### src/rtl/prost_sbox_share_io_if.sv
// prost_sbox_share_io_if: handshake and share bus between the masked S-box front/back end and its harness.
//   in_data/in_valid/in_ready  unmasked nibble input handshake
//   rnd                        fresh randomness (mask in [3:0], core randomness in [11:4])
//   sh0/sh1/ran                shares and gadget randomness toward the masked core
//   res0/res1                  output shares returned by the masked core
//   out_data/out_valid/out_ready  recombined nibble output handshake
//   err                        golden-model mismatch, only when PROST_IO_CHECK_EN is defined
// master: harness / core side.  slave: the prost_sbox_share_io block.
interface prost_sbox_share_io_if;
    logic [3:0]  in_data;
    logic        in_valid;
    logic        in_ready;
    logic [11:0] rnd;
    logic [3:0]  sh0;
    logic [3:0]  sh1;
    logic [7:0]  ran;
    logic [3:0]  res0;
    logic [3:0]  res1;
    logic [3:0]  out_data;
    logic        out_valid;
    logic        out_ready;
`ifdef PROST_IO_CHECK_EN
    logic        err;
    modport master (output in_data, in_valid, rnd, res0, res1, out_ready,
                    input in_ready, sh0, sh1, ran, out_data, out_valid, err);
    modport slave (input in_data, in_valid, rnd, res0, res1, out_ready,
                   output in_ready, sh0, sh1, ran, out_data, out_valid, err);
`else
    modport master (output in_data, in_valid, rnd, res0, res1, out_ready,
                    input in_ready, sh0, sh1, ran, out_data, out_valid);
    modport slave (input in_data, in_valid, rnd, res0, res1, out_ready,
                   output in_ready, sh0, sh1, ran, out_data, out_valid);
`endif
endinterface

### src/rtl/prost_sbox_share_io.sv
// prost_sbox_share_io: splits a nibble into two Boolean shares for the masked PROST S-box core and recombines its result.
//   clk    rising-edge clock
//   rst_n  asynchronous active-low reset
//   bus    prost_sbox_share_io_if.slave (input handshake, shares/randomness to core, core results, output handshake)
// Optional PROST_IO_CHECK_EN: latches the plaintext and flags err when the recombined result differs
// from the reference S-box. Verification builds only, since it keeps the unmasked input in a register.
module prost_sbox_share_io (
    input logic                   clk,
    input logic                   rst_n,
    prost_sbox_share_io_if.slave  bus
);
    typedef enum logic [1:0] {IDLE, LOAD, CAPT, OUT} state_t;

    state_t     state_q, state_d;
    logic [3:0] sh0_q, sh0_d, sh1_q, sh1_d, out_q, out_d;
    logic [7:0] ran_q, ran_d;
    logic       acc, done;

    assign acc  = bus.in_valid && state_q == IDLE;
    assign done = bus.out_ready && state_q == OUT;

    always_ff @(posedge clk or negedge rst_n) begin
        if (!rst_n) state_q <= IDLE;
        else        state_q <= state_d;
    end

    always_comb begin
        state_d = acc               ? LOAD :
                  state_q == LOAD   ? CAPT :
                  state_q == CAPT   ? OUT  :
                  done              ? IDLE : state_q;
    end

    always_comb begin
        bus.in_ready  = state_q == IDLE;
        bus.out_valid = state_q == OUT;
    end

    // Shares live only during LOAD; every other cycle they load zero, which scrubs them after E1.
    always_comb begin
        sh0_d = acc ? bus.in_data ^ bus.rnd[3:0] : 4'h0;
        sh1_d = acc ? bus.rnd[3:0] : 4'h0;
        ran_d = acc ? bus.rnd[11:4] : 8'h0;
        out_d = state_q == CAPT ? bus.res0 ^ bus.res1 : done ? 4'h0 : out_q;
    end

    always_ff @(posedge clk or negedge rst_n) begin
        if (!rst_n) begin
            sh0_q <= '0;
            sh1_q <= '0;
            ran_q <= '0;
            out_q <= '0;
        end else begin
            sh0_q <= sh0_d;
            sh1_q <= sh1_d;
            ran_q <= ran_d;
            out_q <= out_d;
        end
    end

    assign bus.sh0      = sh0_q;
    assign bus.sh1      = sh1_q;
    assign bus.ran      = ran_q;
    assign bus.out_data = out_q;

`ifdef PROST_IO_CHECK_EN
    logic [3:0] pt_q, pt_d;
    logic       err_q, err_d;

    function automatic logic [3:0] sbox(input logic [3:0] x);
        case (x)
            4'h0: sbox = 4'h0;  4'h1: sbox = 4'h4;  4'h2: sbox = 4'h8;  4'h3: sbox = 4'hF;
            4'h4: sbox = 4'h1;  4'h5: sbox = 4'h5;  4'h6: sbox = 4'hE;  4'h7: sbox = 4'h9;
            4'h8: sbox = 4'h2;  4'h9: sbox = 4'h7;  4'hA: sbox = 4'hA;  4'hB: sbox = 4'hC;
            4'hC: sbox = 4'hB;  4'hD: sbox = 4'hD;  4'hE: sbox = 4'h6;  default: sbox = 4'h3;
        endcase
    endfunction

    always_comb begin
        pt_d  = acc ? bus.in_data : pt_q;
        err_d = state_q == CAPT ? (bus.res0 ^ bus.res1) != sbox(pt_q) : done ? 1'b0 : err_q;
    end

    always_ff @(posedge clk or negedge rst_n) begin
        if (!rst_n) begin
            pt_q  <= '0;
            err_q <= 1'b0;
        end else begin
            pt_q  <= pt_d;
            err_q <= err_d;
        end
    end

    assign bus.err = err_q;
`endif
endmodule

### src/flat_wrapper.sv
// flat-port wrapper written by rule: the top's interface ports become plain ports
module prost_sbox_share_io_flat 
  (clk, rst_n, bus_in_data, bus_in_valid, bus_rnd, bus_res0, bus_res1, bus_out_ready, bus_in_ready, bus_sh0, bus_sh1, bus_ran, bus_out_data, bus_out_valid);
  prost_sbox_share_io_if bus_i ();
  input logic clk;
  input logic rst_n;
  input wire logic [$bits(bus_i.in_data)-1:0] bus_in_data;
  input wire logic [$bits(bus_i.in_valid)-1:0] bus_in_valid;
  input wire logic [$bits(bus_i.rnd)-1:0] bus_rnd;
  input wire logic [$bits(bus_i.res0)-1:0] bus_res0;
  input wire logic [$bits(bus_i.res1)-1:0] bus_res1;
  input wire logic [$bits(bus_i.out_ready)-1:0] bus_out_ready;
  output wire logic [$bits(bus_i.in_ready)-1:0] bus_in_ready;
  output wire logic [$bits(bus_i.sh0)-1:0] bus_sh0;
  output wire logic [$bits(bus_i.sh1)-1:0] bus_sh1;
  output wire logic [$bits(bus_i.ran)-1:0] bus_ran;
  output wire logic [$bits(bus_i.out_data)-1:0] bus_out_data;
  output wire logic [$bits(bus_i.out_valid)-1:0] bus_out_valid;
  assign bus_i.in_data = bus_in_data;
  assign bus_i.in_valid = bus_in_valid;
  assign bus_i.rnd = bus_rnd;
  assign bus_i.res0 = bus_res0;
  assign bus_i.res1 = bus_res1;
  assign bus_i.out_ready = bus_out_ready;
  assign bus_in_ready = bus_i.in_ready;
  assign bus_sh0 = bus_i.sh0;
  assign bus_sh1 = bus_i.sh1;
  assign bus_ran = bus_i.ran;
  assign bus_out_data = bus_i.out_data;
  assign bus_out_valid = bus_i.out_valid;
  prost_sbox_share_io u_core (.clk(clk), .rst_n(rst_n), .bus(bus_i));
endmodule
### config.mk
export PLATFORM = sky130hd
export DESIGN_NAME = prost_sbox_share_io_flat
export DESIGN_NICKNAME = d
export VERILOG_FILES = /design/src/rtl/prost_sbox_share_io_if.sv /design/src/rtl/prost_sbox_share_io.sv /design/src/flat_wrapper.sv
export SDC_FILE = /design/constraint.sdc
export NUM_CORES = 1
export LEC_CHECK = 0
export CORE_ASPECT_RATIO = 1.2
export CORE_MARGIN = 4
export CORE_UTILIZATION = 33
export CTS_CLUSTER_SIZE = 28
export DETAILED_ROUTE_END_ITERATION = 12
export PLACE_DENSITY = 0.7
export REMOVE_ABC_BUFFERS = 1
export SETUP_SLACK_MARGIN = 0.05
export SYNTH_ARGS = -nofsm -noshare
export SYNTH_HDL_FRONTEND = slang
export SYNTH_SLANG_ARGS = --single-unit
### constraint.sdc
create_clock -name clk -period 1 [get_ports clk]
set_input_delay 0.3 -clock clk [delete_from_list [all_inputs] [get_ports clk]]
set_output_delay 0.3 -clock clk [all_outputs]
set_load 0.02 [all_outputs]
==> reports/qor.yml, run 1 <==
die_area_sq_um: 3590
period_minus_slack_ns: 1.41
routed_via_density: 4.59
ant_nets: 0
rsz0062_at_grt: "true"
crit_fanout: 4
final_area_sq_um: 1690
num_vias: 767
synth_cell_type_count: 17
hpwl_mm: 1.70
p_leak_nw: 0.816
syn_avg_cell_area_sq_um: 12.9
clk_pin_slew_ns: 0.12
drive_gt1_share_pct: 44.8
max-cap-violations: 0
startpoint: "u_core.state_q[1]"
post-route-drc-count: 0
totalWireLength_mm: 2.40
clock_skew_ns: 0.000760
required_ns: 0.70
initial_core_util_pct: 34.8
path_cells: "inv_2, ha_4, buf_6"
comb_power_share_pct: 51.8
nNetsFinal: 166
fill_cells: 210
dr.first_iter.drc_count: 12
p_sw_mw: 1.14
path_class: "flop to output pin"
p_int_mw: 2.28
grt_pass1_wl_mm: 3.87
cts-root-buf: "clkbuf_4"
syn_to_final_growth_pct: 90.1
synthTopCellsByArea: "dfrtp_1, and3_2, and3_1, ha_1, a22o_1"
failed_checks: "negative setup slack"
cts.path.max_buffers: 2
cp.depth: 3
antenna_cells: 0
fin_ws_ns: -0.409
yosys_warnings: 0
overflow: 0
die_h_microns: 64.8
grt_max_degree: 23
clk_latency_ns: 0.29
num_rows: 20
synth.ff_latch_count: 22
relSlewSlack_pct: 82.1
start_kind: "flop"
cts_sinks: 22
ys_seq_area_share_pct: 62.1
place_area_sq_um: 1470
hold_path_class: "input port to asynchronous set/reset pin"
reg2reg_from: "u_core.state_q[0]"
fmax_mhz: 710
whs_ns: 0.344
die_w_microns: 55.3
maxSlewViolCount: 0
gp_congestion: 0.681
cp_num_buf_inv: 2
cp_slowest_cell: "dfrtp_2"
ir_drop_uv: 1610
max_stage_delay_ns: 0.47
arrival_ns: 1.11
dp_cells: 156
r2r_cells: 6
outcome: "complete, but fails checks"
wl_per_cell_microns: 14.4
grtUsageTotal_pct: 13.8
post-place-ws_ns: -0.548
tightest_slew_ns: 0.266
cts_buffers: 3
power_switching_share_pct: 33.3
drt-pass1-iter-count: 3
seq_power_share_pct: 34.3
power.clock.fraction_pct: 13.9
synth_top_area_share_pct: 62.1
io_pins: 50
synth_cells: 69
final_cell_mix: "buf_6, clkdlybuf4s50_1, dfrtp_1"
htreeDepth: 1
port_buffers: 49
cp_top_family: "flip-flops"
r2r_slack_ns: -0.35
utilization_pct: 66.1
yosysTopAreaCell: "dfrtp_1"
setup_viol: 44
grt_pass1_vias: 869
endpoint_kind: "output pin"
antenna_found_initial: 0
coreArea_sq_um: 2550
fin_crit_sh_pct: 141
pwr_density_cell_nw_per_um2: 2030
final_hold_viol_count: 0
syn_area_sq_um: 887
cts_tree: "done"
fin_cells: 167
Yosys cell counts (all sizes together):
cell and count:
ha 3, nand2 2, mux2i 1, buf 3, and3 12, nor2 4
a22o 4, a21oi 3, xor2 4, inv 2, nor2b 4, xnor2 4
dfrtp 22, a31o 1
logic make-up after synthesis:
group                      after synthesis  synth area share, %
buffers and inverters                    5                 3.10
and+or+nand+nor                         22                 14.9
muxes                                    1                 1.13
xor gates and xnor gates                 8                 7.90
DFF                                     22                 62.1
adders and majority gates                3                 4.23
AOI/OAI and AO/OA                        8                 6.63
per-layer routing:
layer,global-route usage [%],vias up,part of all wire [%]
met1,13.4,366,34
met4,6.38,0,1.9
met2,26.3,35,56
li1,-,362,-
met3,4.38,4,7.6
met5,0,-,0
path summary, 6_finish.rpt:
check,end
max,bus_in_ready
min,u_core.bus.ran[3]
max in group asynchronous,u_core.state_q[1]
max reg2reg,u_core.bus.out_data[0]
min reg2reg,u_core.state_q[1]
min in group clk,u_core.bus.ran[3]
state kept, by name, summed over array words and instances, names as in the netlist:
signal               count
u_core.bus.sh1           4
u_core.bus.out_data      4
u_core.state_q           2
u_core.bus.sh0           4
u_core.bus.ran           8
repair_timing:
| action | in CTS | in global routing |
|---|---|---|
| hold buffers | 0 | 0 |
| cloned | 1 | 0 |
| gates resized for setup | 152 | 8 |
| endpoints found under the setup margin | 44 | 44 |
| pin swaps | 4 | 3 |
| buffers inserted | 6 | 2 |
power by group through the flow:
| stage | registers, mW | logic (mW) | clock network (mW) |
|---|---|---|---|
| after global routing | 1.19 | 1.89 | 0.539 |
| after global placement | 1.14 | 1.28 | 0 |
| after floorplan | 1.28 | 0.510 | 0 |
| after detailed placement | 1.14 | 1.31 | 0 |
| final | 1.18 | 1.77 | 0.476 |
| after CTS | 1.15 | 1.63 | 0.486 |
metrics by stage:
stage | power (mW) | setup TNS, ns
2_1_floorplan | 1.79 | -4.31
3_5_place_dp | 2.45 | -11.01
4_1_cts | 3.27 | -10.65
6_report | 3.42 | -8.43
5_1_grt | 3.62 | -10.40
3_3_place_gp | 2.41 | -10.63
area by class of cell:
| class | count | area, sq um | area share, % |
|---|---|---|---|
| Timing Repair Buffer | 64 | 662 | 39.2 |
| Sequential cell | 22 | 552 | 32.7 |
| Multi-Input combinational cell | 42 | 388 | 23.0 |
| Tap cell | 33 | 41.3 | 2.45 |
| Clock buffer | 4 | 36.3 | 2.15 |
| Inverter | 2 | 7.51 | 0.445 |
No activity file was read; power rests on OpenSTA's default activity.
==> inputs of run 2 (changes only) <==
CAP_MARGIN = 20   (was unset)
==> results of run 2 <==
Same layout as run 1: the final DEF is identical, and so are final timing and power.
